===== src/rtl/rx_cnt_pkg.sv =====
// rx_cnt_pkg: shared definitions for the rx_word_counter slice.
//   rx_state_e      - FSM state encoding (IDLE, COUNT, DONE, OVFL)
//   DefaultBitW     - default bits per word
//   DefaultMaxWords - default maximum words per packet
package rx_cnt_pkg;

    typedef enum logic [1:0] {
        IDLE,
        COUNT,
        DONE,
        OVFL
    } rx_state_e;

    localparam int unsigned DefaultBitW     = 8;
    localparam int unsigned DefaultMaxWords = 64;

endpackage


===== src/rtl/flex_counter.sv =====
// flex_counter: loadable-limit up counter with synchronous clear.
// Counts 0 .. rollover_val-1 and wraps to 0 on the increment that would
// reach rollover_val.
//   clk          - system clock, rising edge
//   n_rst        - asynchronous active-low reset
//   clear        - synchronous clear, wins over count_enable
//   count_enable - increment this cycle
//   rollover_val - modulus of the count
//   count_out    - registered count value
module flex_counter #(
    parameter int unsigned NUM_CNT_BITS = 4
) (
    input  logic                    clk,
    input  logic                    n_rst,
    input  logic                    clear,
    input  logic                    count_enable,
    input  logic [NUM_CNT_BITS-1:0] rollover_val,
    output logic [NUM_CNT_BITS-1:0] count_out
);

    logic [NUM_CNT_BITS-1:0] count_inc;
    logic [NUM_CNT_BITS-1:0] count_d;

    assign count_inc = count_out + NUM_CNT_BITS'(1);

    always_comb begin
        count_d = count_out;
        if (clear) begin
            count_d = '0;
        end else if (count_enable) begin
            count_d = (count_inc == rollover_val) ? '0 : count_inc;
        end
    end

    always_ff @(posedge clk or negedge n_rst) begin
        if (!n_rst) begin
            count_out <= '0;
        end else begin
            count_out <= count_d;
        end
    end

endmodule


===== src/rtl/rx_word_counter.sv =====
// rx_word_counter: counts sampled bits into words and words into packets.
//   clk        - system clock, rising edge
//   n_rst      - asynchronous active-low reset
//   cnt_up     - one-cycle strobe for a sampled bit
//   pause      - marks the strobed bit as stuffed (not counted)
//   clear      - synchronous restart to IDLE, highest priority
//   eop        - end of packet
//   bit_count  - bits received in the current word
//   word_count - complete words received in the packet (saturates at MAX_WORDS)
//   word_done  - one-cycle pulse per completed word
//   pkt_done   - one-cycle pulse when eop closes a packet
//   align_err  - level: packet closed with a partial word
//   overflow   - level: more than MAX_WORDS words arrived
module rx_word_counter
    import rx_cnt_pkg::*;
#(
    parameter int unsigned BIT_W     = DefaultBitW,
    parameter int unsigned MAX_WORDS = DefaultMaxWords,
    localparam int unsigned BCW      = $clog2(BIT_W + 1),
    localparam int unsigned WCW      = $clog2(MAX_WORDS + 1)
) (
    input  logic           clk,
    input  logic           n_rst,
    input  logic           cnt_up,
    input  logic           pause,
    input  logic           clear,
    input  logic           eop,
    output logic [BCW-1:0] bit_count,
    output logic [WCW-1:0] word_count,
    output logic           word_done,
    output logic           pkt_done,
    output logic           align_err,
    output logic           overflow
);

    rx_state_e      state_q;
    logic           valid_bit;
    logic           last_bit;
    logic           at_max;
    logic [BCW-1:0] bit_next;

    // Bits are only accepted while a packet can still grow.
    assign valid_bit = cnt_up & ~pause & ((state_q == IDLE) | (state_q == COUNT));
    assign last_bit  = (bit_count == BCW'(BIT_W - 1));
    assign at_max    = (word_count == WCW'(MAX_WORDS));

    // Post-update bit count, so eop alongside a bit judges alignment after counting it.
    assign bit_next  = valid_bit ? (last_bit ? '0 : bit_count + BCW'(1)) : bit_count;

    flex_counter #(
        .NUM_CNT_BITS (BCW)
    ) u_bit_cnt (
        .clk          (clk),
        .n_rst        (n_rst),
        .clear        (clear),
        .count_enable (valid_bit),
        .rollover_val (BCW'(BIT_W)),
        .count_out    (bit_count)
    );

    always_ff @(posedge clk or negedge n_rst) begin
        if (!n_rst) begin
            state_q    <= IDLE;
            word_count <= '0;
            word_done  <= 1'b0;
            pkt_done   <= 1'b0;
            align_err  <= 1'b0;
            overflow   <= 1'b0;
        end else begin
            word_done <= 1'b0;
            pkt_done  <= 1'b0;
            if (clear) begin
                state_q    <= IDLE;
                word_count <= '0;
                align_err  <= 1'b0;
                overflow   <= 1'b0;
            end else begin
                case (state_q)
                    IDLE, COUNT: begin
                        if (valid_bit) begin
                            state_q <= COUNT;
                            if (last_bit) begin
                                if (at_max) begin
                                    // Saturate: no wrap and no word_done for the extra word.
                                    state_q  <= OVFL;
                                    overflow <= 1'b1;
                                end else begin
                                    word_count <= word_count + WCW'(1);
                                    word_done  <= 1'b1;
                                end
                            end
                        end
                        // eop in IDLE is ignored; later assignment overrides OVFL/COUNT.
                        if ((state_q == COUNT) && eop) begin
                            state_q   <= DONE;
                            pkt_done  <= 1'b1;
                            align_err <= (bit_next != '0);
                        end
                    end
                    OVFL: begin
                        if (eop) begin
                            state_q  <= DONE;
                            pkt_done <= 1'b1;
                        end
                    end
                    DONE: begin
                        state_q <= DONE;
                    end
                    default: begin
                        state_q <= IDLE;
                    end
                endcase
            end
        end
    end

endmodule

===== config.mk =====
export PLATFORM = sky130hd
export DESIGN_NAME = rx_word_counter
export DESIGN_NICKNAME = d
export VERILOG_FILES = /design/src/rtl/rx_cnt_pkg.sv /design/src/rtl/flex_counter.sv /design/src/rtl/rx_word_counter.sv
export SDC_FILE = /design/constraint.sdc
export NUM_CORES = 1
export LEC_CHECK = 0
export CAP_MARGIN = 20
export CORE_MARGIN = 10
export CORE_UTILIZATION = 55
export CTS_CLUSTER_SIZE = 40
export DETAILED_ROUTE_END_ITERATION = 12
export DONT_BUFFER_PORTS = 1
export PLACE_DENSITY = 0.7
export SLEW_MARGIN = 0
export SYNTH_ARGS = -nofsm -noshare
export SYNTH_HDL_FRONTEND = slang
export SYNTH_HIERARCHICAL = 1
export SYNTH_SLANG_ARGS = --single-unit

===== constraint.sdc =====
create_clock -name clk -period 2.4 [get_ports clk]
set_input_delay 0.12 -clock clk [delete_from_list [all_inputs] [get_ports clk]]
set_output_delay 0.12 -clock clk [all_outputs]
set_load 0.01 [all_outputs]

==> After elaboration in Yosys (flattened, before gate mapping) <==
Cells that the tools add are included.
{ "totals": {"register_bits": 17, "in_bits": 6, "output_inout_bits": 15, "wordCells": 69} }
{ "op_classes": {"n_addsub": 2, "eq_ne": 9, "muxes": 34, "bitwise_logic": 4, "n_reduce_logical": 13} }
{ "op_table": {"columns": ["op", "n"], "rows": [
  ["7-bit 2-to-1 mux", 5],
  ["4-bit 2-to-1 mux", 5],
  ["1-bit 2-to-1 mux", 16],
  ["2-bit 2-to-1 mux", 6],
  ["2-bit nonzero test", 5],
  ["4-bit AND reduction", 2],
  ["7-bit by 1-bit adder with 7-bit output, second input constant", 1],
  ["7-bit == test, second input constant", 1],
  ["2-bit case mux with 3 select lines", 1],
  ["4-bit by 1-bit adder with 4-bit output, second input constant", 1],
  ["2-bit == test, second input constant", 2],
  ["4-bit by 3-bit == test with 1-bit output, second input constant", 1],
  ["4-bit == test, second input constant", 1],
  ["4-bit != test, second input constant", 1],
  ["2-bit AND reduction", 2],
  ["4-bit nonzero test", 1],
  ["3-bit != test, second input constant", 1],
  ["1-bit AND", 2],
  ["2-bit by 1-bit == test with 1-bit output, second input constant", 1],
  ["2-bit zero test", 1],
  ["2-bit != test, second input constant", 1],
  ["1-bit case mux with 2 select lines", 1],
  ["2-bit OR reduction", 1],
  ["1-bit logical AND", 1],
  ["other kinds (2)", 2]
]} }

==> Logic depth before layout (Yosys ltp) <==
{ "logic_depth": {"ltp_word": 8, "ltp_mapped": 6, "depth_no_buf": 6} }

==> Cells and area by module <==
The synthesis kept the hierarchy.
{ "modules_own_cells": {"columns": ["module", "n_inst", "cells_each", "area_per_inst_um2", "seq_area_each_um2"], "rows": [
  ["rx_word_counter", 1, 75, 725.7, 325.3],
  ["flex_counter", 1, 29, 314.1, 100.1]
]} }

==> Worst setup path before layout <==
OpenSTA, ideal clock, no wires.
{ "synth_timing": {"path_kind": "reg-to-reg", "start": "reg u_bit_cnt.count_out[0]", "end": "reg word_count[5]", "setup_time_ps": 78, "arrival_ps": 1760, "required_ps": 2322, "setup_slack_ps": 562, "path_stages_with_launch": 6, "n_path_buf": 0, "synth_period_minus_slack_ps": 1838, "path_cell_list": "dfrtp_1 ha_1 and3b_2 o211ai_4 or4_1 a21oi_1"} }
{ "synth_via": {"elab_chain_cells": 3} }
{ "synth_lines": {"columns": ["item", "line", "rtl"], "rows": [
  ["start: declaration", "flex_counter.sv:18", "output logic [NUM_CNT_BITS-1:0] count_out"],
  ["start signal: assignment", "flex_counter.sv:39", "count_out <= count_d;"],
  ["4-bit by 3-bit == test with 1-bit output", "rx_word_counter.sv:44", "assign last_bit = (bit_count == BCW'(BIT_W - 1));"],
  ["2-bit nonzero test (no line)", null, null],
  ["4-bit AND reduction (no line)", null, null],
  ["end signal: assignment", "rx_word_counter.sv:88", "word_count <= word_count + WCW'(1);"],
  ["end: declaration", "rx_word_counter.sv:29", "output logic [WCW-1:0] word_count,"]
]} }
No other way between the ends.
A chain may end at the register's enable or synchronous reset.

==> Worst setup path in the final report <==
{ "layout_timing": {"start": "reg u_bit_cnt.count_out[1]", "end": "reg word_count[5]"} }
The elaborated chain is that of the path after synthesis.

==> run metrics <==
Slew headroom 49.70%; CTS root buffer clkbuf_4; WL/cell 15.47 µm; power consumption 0.0005266 W; sequential share of power 57.5%; I/O pin cnt 21; critical path type reg2reg; CP Max Fanout 9; Syn Inst Count 104; clock sink count 17; vias per cell 5.597; fin crit period 1.934 ns; Internal Dissipation 0.0003855 W; Layout area overhead 9.988%; final net count 125; Multi-input gate area 598.1 µm²; core area 1764 µm²; final setup TNS 0 ns; routability cong. 0.7426; pwr/cell area 460.5 nW/µm²; final hold violation count 0; Tot GR Track Use 10.84%; worst min-delay path class in2reg; first-pass GRT wire length 3608 µm; sw power 0.0001412 W; Die X 63.48 µm; Distinct cells, synth 38; CTS buffer count 3; remaining antenna violation count 0; Die Area 4030 µm²; commonest non-fill, non-tap cell in the layout dfrtp_1; Period Utilization, post-route 80.59%; post-route insts no fill 139; fill count 163; Worst IR Drop VDD 328.5 µV; cell count after placement 132; unrepaired setup endpoints after global routing no; setup bufs post-CTS 0; starting density of the core 58.94%; yosys warns 6; Final setup viols 0; number of flops mapped to enable cells by yosys 0; clock share of power 28.3%; initial antenna violation count 0; vias in the first global route 769; Comb pwr share 14.2%; Mapped Area 1040 µm²; Max-cap violations 0; share of cells above drive strength 1 15.79%; Hold Slack 0.03352 ns; via count 778; max-slew violations 0; final WL 2151 µm; largest net degree at the start of global routing 18; flops & latches, synth 17; sequential element share of the synthesized area 40.91%; most frequent cells in the layout dfrtp_1, nor2_1, nand2_1, a21oi_1; grt total ovfl 0; Avg Inst Size Synth 9.998 µm²; port buffer count 0; Max Root-Sink Buffers 2; DR pass1 iterations 4; asr flop ratio synth 100.0%; CP endpoint kind flop; Most used DFF post-synth dfrtp_1; Final Util 64.82%; Setup crit start kind flop; leakage power 0.4775 nW; row cnt 15; Die H 63.48 µm; final clock skew 0.006544 ns; H-tree levels 1; CTS tree built; antenna cells 0; later-pin clock latency in the skew report 0.29 ns; number of DRC markers in iteration 0 31; status finished, final reports clean; Remaining DRCs 0; switch share 26.80%; Peak Freq 517.0 MHz; Req. time, crit path 2.62 ns; HPWL after detailed placement 1608 µm; Slew @ Worst Pin 0.7521 ns; worst endpoint data arrival time 2.15 ns; clk slew on worst S/H paths 0.10 ns; sequential cell area 425.4 µm²
## cell families (layout without fill, tap and decap cells)
logic type	after synthesis	count (layout)	share of synthesized area, %
other	2	5	0.7223
muxes	1	1	0.9627
AOI/OAI and AO/OA	24	24	18.17
xor gates and xnor gates	10	10	8.423
and+or+nand+nor	40	40	23.35
DFF	17	17	40.91
buffers and inverters	6	13	2.647
adders and majority gates	4	4	4.814
## metal layers
layer  up-vias  routed length, µm  global-route usage, %
met5         -                  0                      0
met4         0                 13                  2.459
met3         2                187                  6.184
met2        16                993                  17.46
met1       371                956                  12.06
li1        389                  -                      -
## cell type report
cell class / instances / share of cell area (%)
sequential: 17 / 37.20
clock buffer: 3 / 1.969
tap: 25 / 2.735
inverter: 5 / 2.079
timing repair buffer: 4 / 3.282
clock inverter: 1 / 0.4376
multi-input combinational: 84 / 52.30
## what timing repair did
action / 4_1_cts / 5_1_grt
gates resized for setup: 0 / 0
endpoints found under the setup margin: 0 / 0
hold buffers: 3 / 0
endpoints found under the hold margin: 32 / 0
## final timing paths
kind                                                       to  slack, ns  cells after the start                          startpoint
min in group asynchronous           word_count[4]$_DFFE_PN0P_       0.33                      1                               n_rst
min reg2reg                            state_q[0]$_DFFE_PN0P_       0.52                      1              state_q[0]$_DFFE_PN0P_
max in group asynchronous           word_count[0]$_DFFE_PN0P_       1.59                      1                               n_rst
max reg2reg                         word_count[5]$_DFFE_PN0P_       0.47                      5  u_bit_cnt/count_out[1]$_DFFE_PN0P_
min                        u_bit_cnt/count_out[2]$_DFFE_PN0P_       0.03                      3                               clear
max                                 word_count[5]$_DFFE_PN0P_       0.47                      5  u_bit_cnt/count_out[1]$_DFFE_PN0P_
## state kept, by name, indices dropped and copies added, names as in the netlist
| signal | count |
|---|---|
| word_count | 7 |
| overflow | 1 |
| u_bit_cnt/count_out | 4 |
| pkt_done | 1 |
| word_done | 1 |
| state_q | 2 |
| align_err | 1 |
## power groups by stage
stage	sequential [W]	combinational, W	clock [W]
3_5_place_dp	0.000309	0.0000614	0
3_3_place_gp	0.000308	0.0000597	0
4_1_cts	0.000303	0.0000752	0.000155
6_report	0.000303	0.0000749	0.000149
2_1_floorplan	0.000309	0.0000506	0
5_1_grt	0.000305	0.0000824	0.000173
## synth_stat cells, types with 2 or more instances
| cell | instances | share of area, % |
|---|---|---|
| o21ai_0 | 5 | 2.4 |
| o31ai_1 | 2 | 1.4 |
| or2b_1 | 2 | 1.4 |
| nand2_1 | 7 | 2.5 |
| or3_2 | 2 | 1.4 |
| conb_1 | 2 | 0.72 |
| xor2_1 | 5 | 4.2 |
| nand4_1 | 2 | 1.2 |
| o21bai_1 | 2 | 1.4 |
| nor2_1 | 8 | 2.9 |
| a311oi_2 | 2 | 2.9 |
| or4_2 | 2 | 1.7 |
| dfrtp_1 | 17 | 41 |
| ha_1 | 4 | 4.8 |
| or3_1 | 2 | 1.2 |
| nand3_1 | 5 | 2.4 |
| inv_1 | 4 | 1.4 |
| xnor2_1 | 5 | 4.2 |
| a21oi_1 | 7 | 3.4 |
## worst max-delay path, stage by stage, from the launching register on
cell and delay [ns]:
dfrtp_1 0.54, ha_1 0.28, and3b_2 0.26, o211ai_4 0.13, or4_1 0.51, a21oi_1 0.14
## through the flow
| step | area, µm² | setup WS (ns) |
|---|---|---|
| after floorplan | 1051 | 0.5617 |
| after global placement | 1086 | 0.5258 |
| after detailed placement | 1086 | 0.4701 |
| after CTS | 1144 | 0.4410 |
| after global routing | 1144 | 0.3695 |
| final | 1144 | 0.4658 |
(Power assumes the default switching activity.)
